## src/rtl/serial_adder.sv

```systemverilog
// Bit-serial adder: one full_adder cell plus a carry flip-flop, LSB first.
// Latency: done pulses WIDTH+1 edges after the accepted start edge.
// Backpressure: none; start is only sampled in IDLE and ignored otherwise.

// Single-bit full adder cell used by the serial datapath.
module full_adder (
  input  logic a_i,
  input  logic b_i,
  input  logic c_i,
  output logic s_o,
  output logic c_o
);
  assign s_o = a_i ^ b_i ^ c_i;
  assign c_o = (a_i & b_i) | (a_i & c_i) | (b_i & c_i);
endmodule

module serial_adder #(
  parameter int WIDTH = 8
) (
  input  logic             clk,
  input  logic             rst_n,
  input  logic             start,
  input  logic [WIDTH-1:0] a_in,
  input  logic [WIDTH-1:0] b_in,
  input  logic             cin,
  output logic             busy,
  output logic             done,
  output logic [WIDTH-1:0] sum_out,
  output logic             cout,
  output logic             ovf
);
  localparam int CW = (WIDTH > 2) ? $clog2(WIDTH) : 1;
  localparam logic [CW-1:0] LAST = CW'(WIDTH - 1);

  typedef enum logic [1:0] {
    S_IDLE,
    S_RUN,
    S_DONE
  } state_t;

  state_t state_q, state_d;

  logic [WIDTH-1:0] a_q, a_d;
  logic [WIDTH-1:0] b_q, b_d;
  logic [WIDTH-1:0] res_q, res_d;
  logic             carry_q, carry_d;
  logic [CW-1:0]    cnt_q, cnt_d;
  logic [WIDTH-1:0] sum_q, sum_d;
  logic             cout_q, cout_d;
  logic             ovf_q, ovf_d;

  logic fa_s;
  logic fa_c;

  full_adder u_fa (
    .a_i (a_q[0]),
    .b_i (b_q[0]),
    .c_i (carry_q),
    .s_o (fa_s),
    .c_o (fa_c)
  );

  // State register; reset aborts any operation in flight.
  always_ff @(posedge clk or negedge rst_n) begin
    if (!rst_n) begin
      state_q <= S_IDLE;
    end else begin
      state_q <= state_d;
    end
  end

  // Next-state: IDLE waits for start, RUN lasts WIDTH edges, DONE one cycle.
  always_comb begin
    state_d = state_q;
    case (state_q)
      S_IDLE:  if (start) state_d = S_RUN;
      S_RUN:   if (cnt_q == LAST) state_d = S_DONE;
      S_DONE:  state_d = S_IDLE;
      default: state_d = S_IDLE;
    endcase
  end

  // Datapath next-state: capture on start, shift one bit per RUN edge,
  // and load the visible result registers on the final RUN edge.
  always_comb begin
    a_d     = a_q;
    b_d     = b_q;
    res_d   = res_q;
    carry_d = carry_q;
    cnt_d   = cnt_q;
    sum_d   = sum_q;
    cout_d  = cout_q;
    ovf_d   = ovf_q;
    case (state_q)
      S_IDLE: begin
        if (start) begin
          a_d     = a_in;
          b_d     = b_in;
          carry_d = cin;
          cnt_d   = '0;
        end
      end
      S_RUN: begin
        a_d     = a_q >> 1;
        b_d     = b_q >> 1;
        res_d   = {fa_s, res_q[WIDTH-1:1]};
        carry_d = fa_c;
        cnt_d   = cnt_q + CW'(1);
        if (cnt_q == LAST) begin
          // On the MSB edge carry_q is the carry into the MSB and fa_c the
          // carry out of it; their XOR is the signed overflow.
          sum_d  = {fa_s, res_q[WIDTH-1:1]};
          cout_d = fa_c;
          ovf_d  = carry_q ^ fa_c;
        end
      end
      default: ;
    endcase
  end

  // Datapath registers.
  always_ff @(posedge clk or negedge rst_n) begin
    if (!rst_n) begin
      a_q     <= '0;
      b_q     <= '0;
      res_q   <= '0;
      carry_q <= 1'b0;
      cnt_q   <= '0;
      sum_q   <= '0;
      cout_q  <= 1'b0;
      ovf_q   <= 1'b0;
    end else begin
      a_q     <= a_d;
      b_q     <= b_d;
      res_q   <= res_d;
      carry_q <= carry_d;
      cnt_q   <= cnt_d;
      sum_q   <= sum_d;
      cout_q  <= cout_d;
      ovf_q   <= ovf_d;
    end
  end

  assign busy    = (state_q == S_RUN);
  assign done    = (state_q == S_DONE);
  assign sum_out = sum_q;
  assign cout    = cout_q;
  assign ovf     = ovf_q;
endmodule

```

## config.mk

```make
export PLATFORM = sky130hd
export DESIGN_NAME = serial_adder
export DESIGN_NICKNAME = d
export VERILOG_FILES = /design/src/rtl/serial_adder.sv
export SDC_FILE = /design/constraint.sdc
export NUM_CORES = 1
export LEC_CHECK = 0
export ABC_CLOCK_PERIOD_IN_PS = 2780
export BUFFER_PORTS_ARGS = -buffer_cell sky130_fd_sc_hd__buf_2
export CAP_MARGIN = 20
export CORE_MARGIN = 5
export CORE_UTILIZATION = 30
export DETAILED_ROUTE_END_ITERATION = 6
export GPL_ROUTABILITY_DRIVEN = 0
export PLACE_DENSITY = 0.52
export SYNTH_ARGS = -nofsm -noshare
export SYNTH_HDL_FRONTEND = slang
export SYNTH_SLANG_ARGS = --single-unit
```

## constraint.sdc

```tcl
create_clock -name clk -period 2.78 [get_ports clk]
set_clock_uncertainty 0.1 [all_clocks]
set_input_delay 0.556 -clock clk [delete_from_list [all_inputs] [get_ports clk]]
set_output_delay 0.556 -clock clk [all_outputs]
set_load 0.02 [all_outputs]
```

==> results of run 1 <==
## Yosys cell counts, types with 2 or more instances
library cell / instances
a21oi_1: 10
a22o_1: 2
a2bb2oi_1: 5
buf_2: 3
buf_6: 2
clkbuf_2: 2
dfrtp_1: 39
ha_1: 2
inv_1: 4
mux2_1: 7
mux2_2: 9
nand2_1: 4
nand2b_1: 3
nor2_1: 2
o21ai_0: 5
o22ai_1: 23
## final cells by class
| cell class | count | area share [%] |
|---|---|---|
| Clock buffer | 6 | 3.69 |
| Clock inverter | 1 | 1.53 |
| Inverter | 4 | 0.763 |
| Multi-Input combinational cell | 81 | 31.6 |
| Sequential cell | 39 | 49.6 |
| Tap cell | 72 | 4.58 |
| Timing Repair Buffer | 32 | 8.26 |
## kinds of logic after synthesis
family,count (synthesis)
fa+ha+maj,3
compound gates,48
xor+xnor,1
flops,39
simple gates,13
mux,16
buf+inv,13
## registers in the layout (all words and copies together) (netlist names), 2 cells and up
signal	count
state_q	2
sum_out	8
b_q	8
a_q	8
res_q	7
cnt_q	3
## worst max-delay path by stage
stage,startpoint,to,slack [ns]
finish,state_q[1]$_DFFE_PN0P_,done,0.75
global route,state_q[1]$_DFFE_PN0P_,done,0.63
CTS,state_q[1]$_DFFE_PN0P_,done,0.73
detailed placement,state_q[1]$_DFFE_PN0P_,done,1.05
global placement,state_q[1]$_DFFE_PN0P_,done,1.09
floorplan,state_q[1]$_DFFE_PN0P_,done,1.10
## power by group through the flow
stage / logic, mW / clock network [mW] / registers [mW]
final: 0.863 / 0.448 / 1.03
after global routing: 0.967 / 0.481 / 1.07
after CTS: 0.887 / 0.457 / 1.04
after detailed placement: 0.886 / 0 / 1.04
after global placement: 0.854 / 0 / 1.02
after floorplan: 0.625 / 0 / 1.07
## per-layer routing
layer	vias up	wire length (µm)
met5	-	0
met4	0	24
met3	5	179
met2	26	1490
met1	554	1560
li1	556	-
## stage by stage
step	hold WS (ns)	utilization (%)	instance area (µm²)	power (mW)
after floorplan	0.160	-	1670	1.69
after global placement	0.368	34.1	1870	1.88
after detailed placement	0.378	34.1	1870	1.93
after CTS	0.301	36.0	1970	2.38
after global routing	0.352	36.0	1970	2.52
final	0.268	36.0	1970	2.34
## worst register-to-register path: cells and delay by family, from the launching register on
kind / cells / cell delay (ns)
fa+ha+maj: 2 / 0.43
flops: 1 / 0.40
simple gates: 1 / 0.19
mux: 1 / 0.35
==> run metrics, run 1 <==
FILL cells 558; post-DP HPWL around 2.3 mm; core area 5470 µm²; Clk pwr share 19.1%; Detailed Routing Iterations Pass 1 4; Largest delay share family, worst path flip-flops; layout cells sized above 1 30.7%; switching pwr a little over 0.8 mW; n_diodes 0; Register Area 976 µm²; GR Util met2 between 15 and 20%; commonest cells after routing, fill and taps aside 39 x dfrtp_1, 31 x buf_2, 23 x o22ai_1, 10 x a21oi_1, 9 x mux2_2; Post-Syn Instances 133; dpl ws 1.05 ns; Startpoint Class flip-flop; CTS Hold Bufs 0; clock transition at the registers of the reported paths around 0.07 ns; # resized after CTS 0; Post-synth EDFFs 0; CP max stage delay around 0.50 ns; sw frac 34.6%; complex-gate fraction of the synthesized area 18.2%; area of the multi-input gates 622 µm²; Top-Level Pins 32; Die Y 84.6 µm; post-synth top area cell dfrtp_1; Critical Path RT 2.12 ns; post-synth net total 156; Seq cells post-synth 39; Mapped Area 1670 µm²; vias in the first global route 1,263; Routed WL 3.25 mm; min Tclk post-route between 2 and 2.5 ns; most crowded layer after global routing met2; Pleak 0.876 nW; Crit Path Max Fanout 15; placed cell count 228; Slew @ Worst Pin around 0.84 ns; sequential share of the synthesized area 58.4%; max-slew violations 0; chip width 84.6 µm; Yosys top cell area share between 50 and 60%; sequential share of power 44.0%; Critical R2R Capture sum_out[2]$_DFFE_PN0P_; initial antenna violation count 0; headroom to the max-slew limit 43.8%; commonest non-fill, non-tap cell in the layout dfrtp_1; Post-synth ARST share between 90% and 100%; Clock Sinks 39; period utilisation layout around three quarters; DR WL/cell 13.8 µm; Iteration-0 DRC Markers 42; Yosys cell types 27; clock buffer count from CTS 5; full die area approximately 7000 µm²; DRC viols 0; met3 Use GR 3.24%; Worst R2R Setup Slack roughly 1.2 ns; status completed; drt via density about 5; WP depth 3; Buffers on Ports 31; Synth Area in XOR/XNOR 0.524%; Yosys warnings 0; CTS tree built; Simple-Gate Fraction of Synth Area 5.01%; Nets between 150 and 200; GR Util All Layers 9.66%; cells on worst reg2reg path 4; Synth Area per Inst around 13 µm²; mux cell area share after synthesis 10.8%; setup_tns 0 ns; Logic pwr share 36.9%; Primary FF master, synth dfrtp_1; Critical path buffers and inverters 2; met1 Use GR 12.4%; largest family of logic cells by synthesized area compound AO/OA/AOI/OAI gates; num rows 27; Finished Layout Cells 235; setup slack after layout 0.748 ns; H-tree levels 2; CP Capture Type output pin; initial core utilization between 30% and 40%; Syn-to-layout area delta 17.7%; Clock Tree Root clkbuf_8; Clock Tree Buf Depth 2; slowest CP cell dfrtp_1; first-pass GRT wire length 5.65 mm; Antenna Violating Nets Remaining 0; FF-to-FF Start cnt_q[0]$_DFFE_PN0P_; top post-synthesis cells by area dfrtp_1 58%, o22ai_1 8.6%, mux2_2 6.1%; final setup fails 0; total of max-cap violations 0; Hold Crit Class in -> async; cell chain of the critical path inv_1 -> nor2_1 -> buf_2; total grt overflow 0; Max Clk Rate 492 MHz; Cell Pwr Density 1190 nW/µm²; vias 1,141; Worst IR Drop VDD 0.427 mV; critical path type reg -> out; largest net degree at the start of global routing 40; RSZ-0062 raised after global routing false; Post-CTS Setup Bufs 0; CP arrival 1.38 ns; Hold Vio Cnt, Final 0; Pint about 1.5 mW; Adder-Cell Fraction of Synth Area 2.69%; worst-skew pair later-pin latency 0.28 ns
No activity file was read; power rests on OpenSTA's default activity.
==> run 2: changes to the inputs <==
--- a/config.mk
+++ b/config.mk
@@ -5,14 +5,15 @@
 export SDC_FILE = /design/constraint.sdc
 export NUM_CORES = 1
 export LEC_CHECK = 0
-export ABC_CLOCK_PERIOD_IN_PS = 2780
+export ABC_AREA = 1
+export ABC_CLOCK_PERIOD_IN_PS = 2050
 export BUFFER_PORTS_ARGS = -buffer_cell sky130_fd_sc_hd__buf_2
 export CAP_MARGIN = 20
 export CORE_MARGIN = 5
 export CORE_UTILIZATION = 30
 export DETAILED_ROUTE_END_ITERATION = 6
 export GPL_ROUTABILITY_DRIVEN = 0
-export PLACE_DENSITY = 0.52
+export PLACE_DENSITY = 0.51
 export SYNTH_ARGS = -nofsm -noshare
 export SYNTH_HDL_FRONTEND = slang
 export SYNTH_SLANG_ARGS = --single-unit
==> constraint.sdc (replaced) <==
create_clock -name clk -period 2.05 [get_ports clk]
set_clock_uncertainty 0.1 [all_clocks]
set_input_delay 0.41 -clock clk [delete_from_list [all_inputs] [get_ports clk]]
set_output_delay 0.41 -clock clk [all_outputs]
set_load 0.02 [all_outputs]
==> run 2 against run 1 <==
Final area grew 11%; critical path depth grew 1; setup slack lost 0.51 ns; register-to-register slack lost 0.62 ns; synthesized cell count grew 71%; largest cell class unchanged.
==> run metrics, run 2 <==
Primary FF master, synth dfrtp_1; Post-CTS Setup Bufs 0; Critical path buffers and inverters 3; Synth Area per Inst between 8 and 9 µm²; headroom to the max-slew limit 64.3%; GR Util met2 16.4%; num rows 29; layout cells sized above 1 21.8%; top post-synthesis cells by area dfrtp_1 52%, nand2_1 15%, nand3_1 8.2%; total of max-cap violations 0; Hold Vio Cnt, Final 0; clock buffer count from CTS 5; CP max stage delay about 0.35 ns; WP depth 4; first-pass GRT wire length 6.33 mm; post-synth net total about 250; clock transition at the registers of the reported paths 0.07 ns; Post-synth EDFFs 0; Iteration-0 DRC Markers 95; cells on worst reg2reg path 6; initial antenna violation count 0; commonest non-fill, non-tap cell in the layout nand2_1; Clock Tree Root clkbuf_8; sequential share of the synthesized area about half; status completed; met3 Use GR 2.86%; Buffers on Ports 31; Post-synth ARST share 100%; DRC viols 0; Max Clk Rate 553 MHz; largest net degree at the start of global routing 40; core area 6240 µm²; worst-skew pair later-pin latency 0.29 ns; Finished Layout Cells 339; Yosys top cell area share 51.7%; CP Capture Type output pin; initial core utilization 30.3%; drt via density ~4.3; Syn-to-layout area delta 15.6%; post-DP HPWL ~2.6 mm; final setup fails 0; RSZ-0062 raised after global routing false; Cell Pwr Density 1520 nW/µm²; full die area roughly 8000 µm²; Startpoint Class flip-flop; max-slew violations 0; Detailed Routing Iterations Pass 1 4; H-tree levels 2; CP arrival 1.30 ns; critical path type reg -> out; Clock Sinks 39; GR Util All Layers 10.3%; Critical Path RT 1.54 ns; worst hold slack 0.0644 ns; Worst R2R Setup Slack 0.58 ns; met1 Use GR 13.4%; placed cell count about 330; Antenna Violating Nets Remaining 0; cell chain of the critical path buf_4 -> inv_2 -> nor2_4 -> buf_2; Yosys cell types 20; Die Y about 89 µm; Post-Syn Instances 228; cell area after placement about 2100 µm²; Slew @ Worst Pin 0.533 ns; Worst IR Drop VDD 0.447 mV; Nets 284; total power draw about 3.3 mW; DR WL/cell approximately 11 µm; period utilisation layout slightly below 90%; Seq cells post-synth 39; total grt overflow 0; Top-Level Pins 32; Hold Crit Class in -> async; CTS tree built; Pleak 1.23 nW; Routed WL 3.76 mm; Yosys warnings 0; Mapped Area 1890 µm²; Final Instance Area 2180 µm²; min Tclk post-route 1.81 ns; commonest cells after routing, fill and taps aside 76 x nand2_1, 40 x inv_1, 39 x dfrtp_1, 31 x nand3_1, 31 x buf_2; vias in the first global route 1,365; CTS Hold Bufs 0; count leader, synth nand2_1; Crit Path Max Fanout 18; Clock Tree Buf Depth 2; n_diodes 0; vias 1,458; most crowded layer after global routing met2; setup_tns 0 ns; Largest delay share family, worst path buffers and inverters; slowest CP cell dfrtp_1; chip width roughly 90 µm; # resized after CTS 0; post-synth top area cell dfrtp_1; leading post-synthesis cells by instance count 76 x nand2_1, 40 x inv_1, 39 x dfrtp_1
run 2: worst register-to-register path, cell delays in order, from the launching register on:
cell and delay [ns]:
dfrtp_1 0.42, inv_2 0.07, buf_4 0.23, nand2_1 0.09, nand2_2 0.27, nand3_1 0.14
nand2_1 0.08
run 2: report_power, final:
| group | switching [mW] | internal, mW |
|---|---|---|
| clock | 0.262 | 0.239 |
| combinational | 0.943 | 0.547 |
| sequential | 0.190 | 1.13 |
run 2: cells by family after synthesis:
| family | Yosys count | share of synthesized area (%) |
|---|---|---|
| simple gates | 113 | 25.4 |
| buf+inv | 52 | 12.4 |
| flops | 39 | 51.7 |
| compound gates | 20 | 7.68 |
| fa+ha+maj | 3 | 2.38 |
| xor+xnor | 1 | 0.464 |
run 2: worst paths after layout:
check | from | end
max | state_q[0]$_DFFE_PN0P_ | busy
max reg2reg | state_q[1]$_DFFE_PN0P_ | a_q[5]$_DFFE_PN0P_
min in group clk | b_in[7] | b_q[7]$_DFFE_PN0P_
min | rst_n | sum_out[1]$_DFFE_PN0P_
min reg2reg | sum_out[0]$_DFFE_PN0P_ | sum_out[0]$_DFFE_PN0P_
max in group asynchronous | rst_n | ovf$_DFFE_PN0P_
run 2: final cells by class:
type / instances / area, µm²
clock buffer: 7 / 76.3
clock inverter: 1 / 5.00
fill: 662 / 4060
inverter: 42 / 158
multi-input combinational: 137 / 679
sequential: 39 / 976
tap: 77 / 96.3
timing repair buffer: 36 / 193
run 2: per-layer routing:
metal,part of all wire [%],routed length (µm)
met4,1.7,63
met3,3.8,143
met5,0,0
met1,47,1750
met2,48,1800
run 2: through the flow:
step                utilization [%]  worst slack (ns)
global route                   35.0             0.151
CTS                            35.0             0.226
floorplan                         -             0.531
detailed placement             33.7             0.550
finish                         35.0             0.242
global placement               33.7             0.562
==> run 3: changes to the inputs <==
--- a/config.mk
+++ b/config.mk
@@ -5,7 +5,7 @@
 export SDC_FILE = /design/constraint.sdc
 export NUM_CORES = 1
 export LEC_CHECK = 0
-export ABC_AREA = 1
+export ABC_AREA = 0
 export ABC_CLOCK_PERIOD_IN_PS = 2050
 export BUFFER_PORTS_ARGS = -buffer_cell sky130_fd_sc_hd__buf_2
 export CAP_MARGIN = 20
@@ -13,7 +13,7 @@
 export CORE_UTILIZATION = 30
 export DETAILED_ROUTE_END_ITERATION = 6
 export GPL_ROUTABILITY_DRIVEN = 0
-export PLACE_DENSITY = 0.51
+export PLACE_DENSITY = 0.52
 export SYNTH_ARGS = -nofsm -noshare
 export SYNTH_HDL_FRONTEND = slang
 export SYNTH_SLANG_ARGS = --single-unit
==> run 3 against run 2 <==
Via count decreased by 19%; register-to-register slack lost 0.13 ns; utilization rose by 0.93 points; final cell count fell by 30%; critical path depth down 1; first-iteration DRC count fell by 68%; total power decreased by 6.7%; global-route usage fell by 0.45 points; clock-buffer cell count is 1 lower; setup slack lost 0.067 ns; fmax down 3.6%; flip-flop and latch count stayed put.
==> run metrics, run 3 (synthesized netlist as in run 1, its figures left out) <==
status completed; Clock Sinks 39; Logic pwr share 39.0%; vias in the first global route roughly 1,300; num rows 27; Iteration-0 DRC Markers 30; Buffers on Ports 31; period utilisation layout 91.5%; full die area 7160 µm²; DRC viols 0; min Tclk post-route 1.88 ns; critical path type reg -> out; total grt overflow 0; final setup fails 0; Syn-to-layout area delta 17.6%; headroom to the max-slew limit 68.0%; Pleak 0.876 nW; Hold Vio Cnt, Final 0; Met3 Routed Length around 220 µm; n_diodes 0; Clock Tree Root clkbuf_8; clock buffer count from CTS 5; Worst IR Drop VDD around 0.60 mV; Routed WL 3.34 mm; Slew @ Worst Pin 0.479 ns; setup_tns 0 ns; met2 WL post-DR 1.63 mm; CP arrival 1.37 ns; commonest cells after routing, fill and taps aside 39 x dfrtp_1, 31 x buf_2, 23 x o22ai_1, 10 x a21oi_1, 9 x mux2_2; switching pwr 1.12 mW; Crit Path Max Fanout 15; first-pass GRT wire length 5.70 mm; H-tree levels 2; Clock Tree Buf Depth 2; Cell Pwr Density 1570 nW/µm²; sw frac 36.2%; CP Capture Type output pin; Hold Crit Class in -> async; largest net degree at the start of global routing 40; Top-Level Pins 32; DR WL/cell around 14 µm; Startpoint Class flip-flop; RSZ-0062 raised after global routing false; initial core utilization 30.5%; post-DP HPWL 2.43 mm; Detailed Routing Iterations Pass 1 5; sequential share of power 45.1%; CTS Hold Bufs 0; FILL cells 582; wl on met1 1.45 mm; layout cells sized above 1 31.9%; Critical Path RT 1.54 ns; vias 1,175; drt via density between 4 and 5; core area 5470 µm²; Nets roughly 190; Post-CTS Setup Bufs 0; Pint 1.97 mW; GR Util All Layers 9.89%; Die Y 84.6 µm; worst-skew pair later-pin latency 0.28 ns; Clk pwr share between 10% and 20%; Max Clk Rate 533 MHz; commonest non-fill, non-tap cell in the layout dfrtp_1; clock transition at the registers of the reported paths 0.07 ns; Antenna Violating Nets Remaining 0; total power draw 3.09 mW; total of max-cap violations 0; # resized after CTS 0; initial antenna violation count 0; chip width 84.6 µm; top sig layer met4; CTS tree built; max-slew violations 0
## run 3: cell types whose count changed in the layout (fill, tap and decap cells not counted), moves of 2 or more
cell and delta:
inv_2 -2, a21oi_1 +10, o22ai_1 +23, o21ai_0 -5, nand2_1 -72, mux2_2 +9
buf_4 -2, a22o_1 +2, mux2_1 +7, nand3_1 -31, nand2b_1 +3, inv_1 -36
o21ai_2 -8, a2bb2oi_1 +5
## run 3: critical path: stages, from the launching register on
cell and delay [ns]:
dfrtp_1 0.49, inv_1 0.27, nor2_1 0.15, buf_2 0.17
## run 3: layout make-up
class	count	area, µm²	share of cell area [%]
multi-input combinational	81	622	31.6
tap	72	90.1	4.58
clock inverter	2	12.5	0.637
timing repair buffer	34	178	9.04
inverter	4	15.0	0.764
sequential	39	976	49.6
clock buffer	6	72.6	3.69
## run 3: final timing paths
kind                                          endpoint  depth (start not counted)  slack [ns]                   start
worst max-delay path                              done                          3        0.17  state_q[1]$_DFFE_PN0P_
worst min-delay path            sum_out[0]$_DFFE_PN0P_                          2        0.07                   rst_n
worst max register to register  sum_out[0]$_DFFE_PN0P_                          4        0.45    cnt_q[0]$_DFFE_PN0P_
worst min register to register  sum_out[3]$_DFFE_PN0P_                          1        0.39  sum_out[3]$_DFFE_PN0P_
max in group asynchronous           a_q[0]$_DFFE_PN0P_                          2        1.45                   rst_n
min in group clk                    b_q[7]$_DFFE_PN0P_                          3        0.27                 b_in[7]
## run 3: per-layer routing
layer  track usage [%]  up-vias
li1                  -      560
met1              11.7      572
met2              16.2       35
met3              3.93        8
met4              3.60        0
met5                 0        -
## run 3: through the flow
step,util [%],instances,instance area [µm²],setup WS [ns],hold slack (ns)
floorplan,-,133,1670,0.512,0.0144
global placement,34.4,230,1880,0.489,0.368
detailed placement,34.4,230,1880,0.449,0.376
CTS,35.9,238,1970,0.142,0.0806
global route,35.9,238,1970,0.0307,0.101
finish,35.9,238,1970,0.175,0.0688
## run 3: power by group through the flow
stage                     logic, mW  registers [mW]  clock network [mW]
final                          1.21            1.39               0.493
after floorplan               0.847            1.45                   0
after global placement         1.18            1.39                   0
after detailed placement       1.23            1.41                   0
after global routing           1.35            1.45               0.553
after CTS                      1.23            1.40               0.510
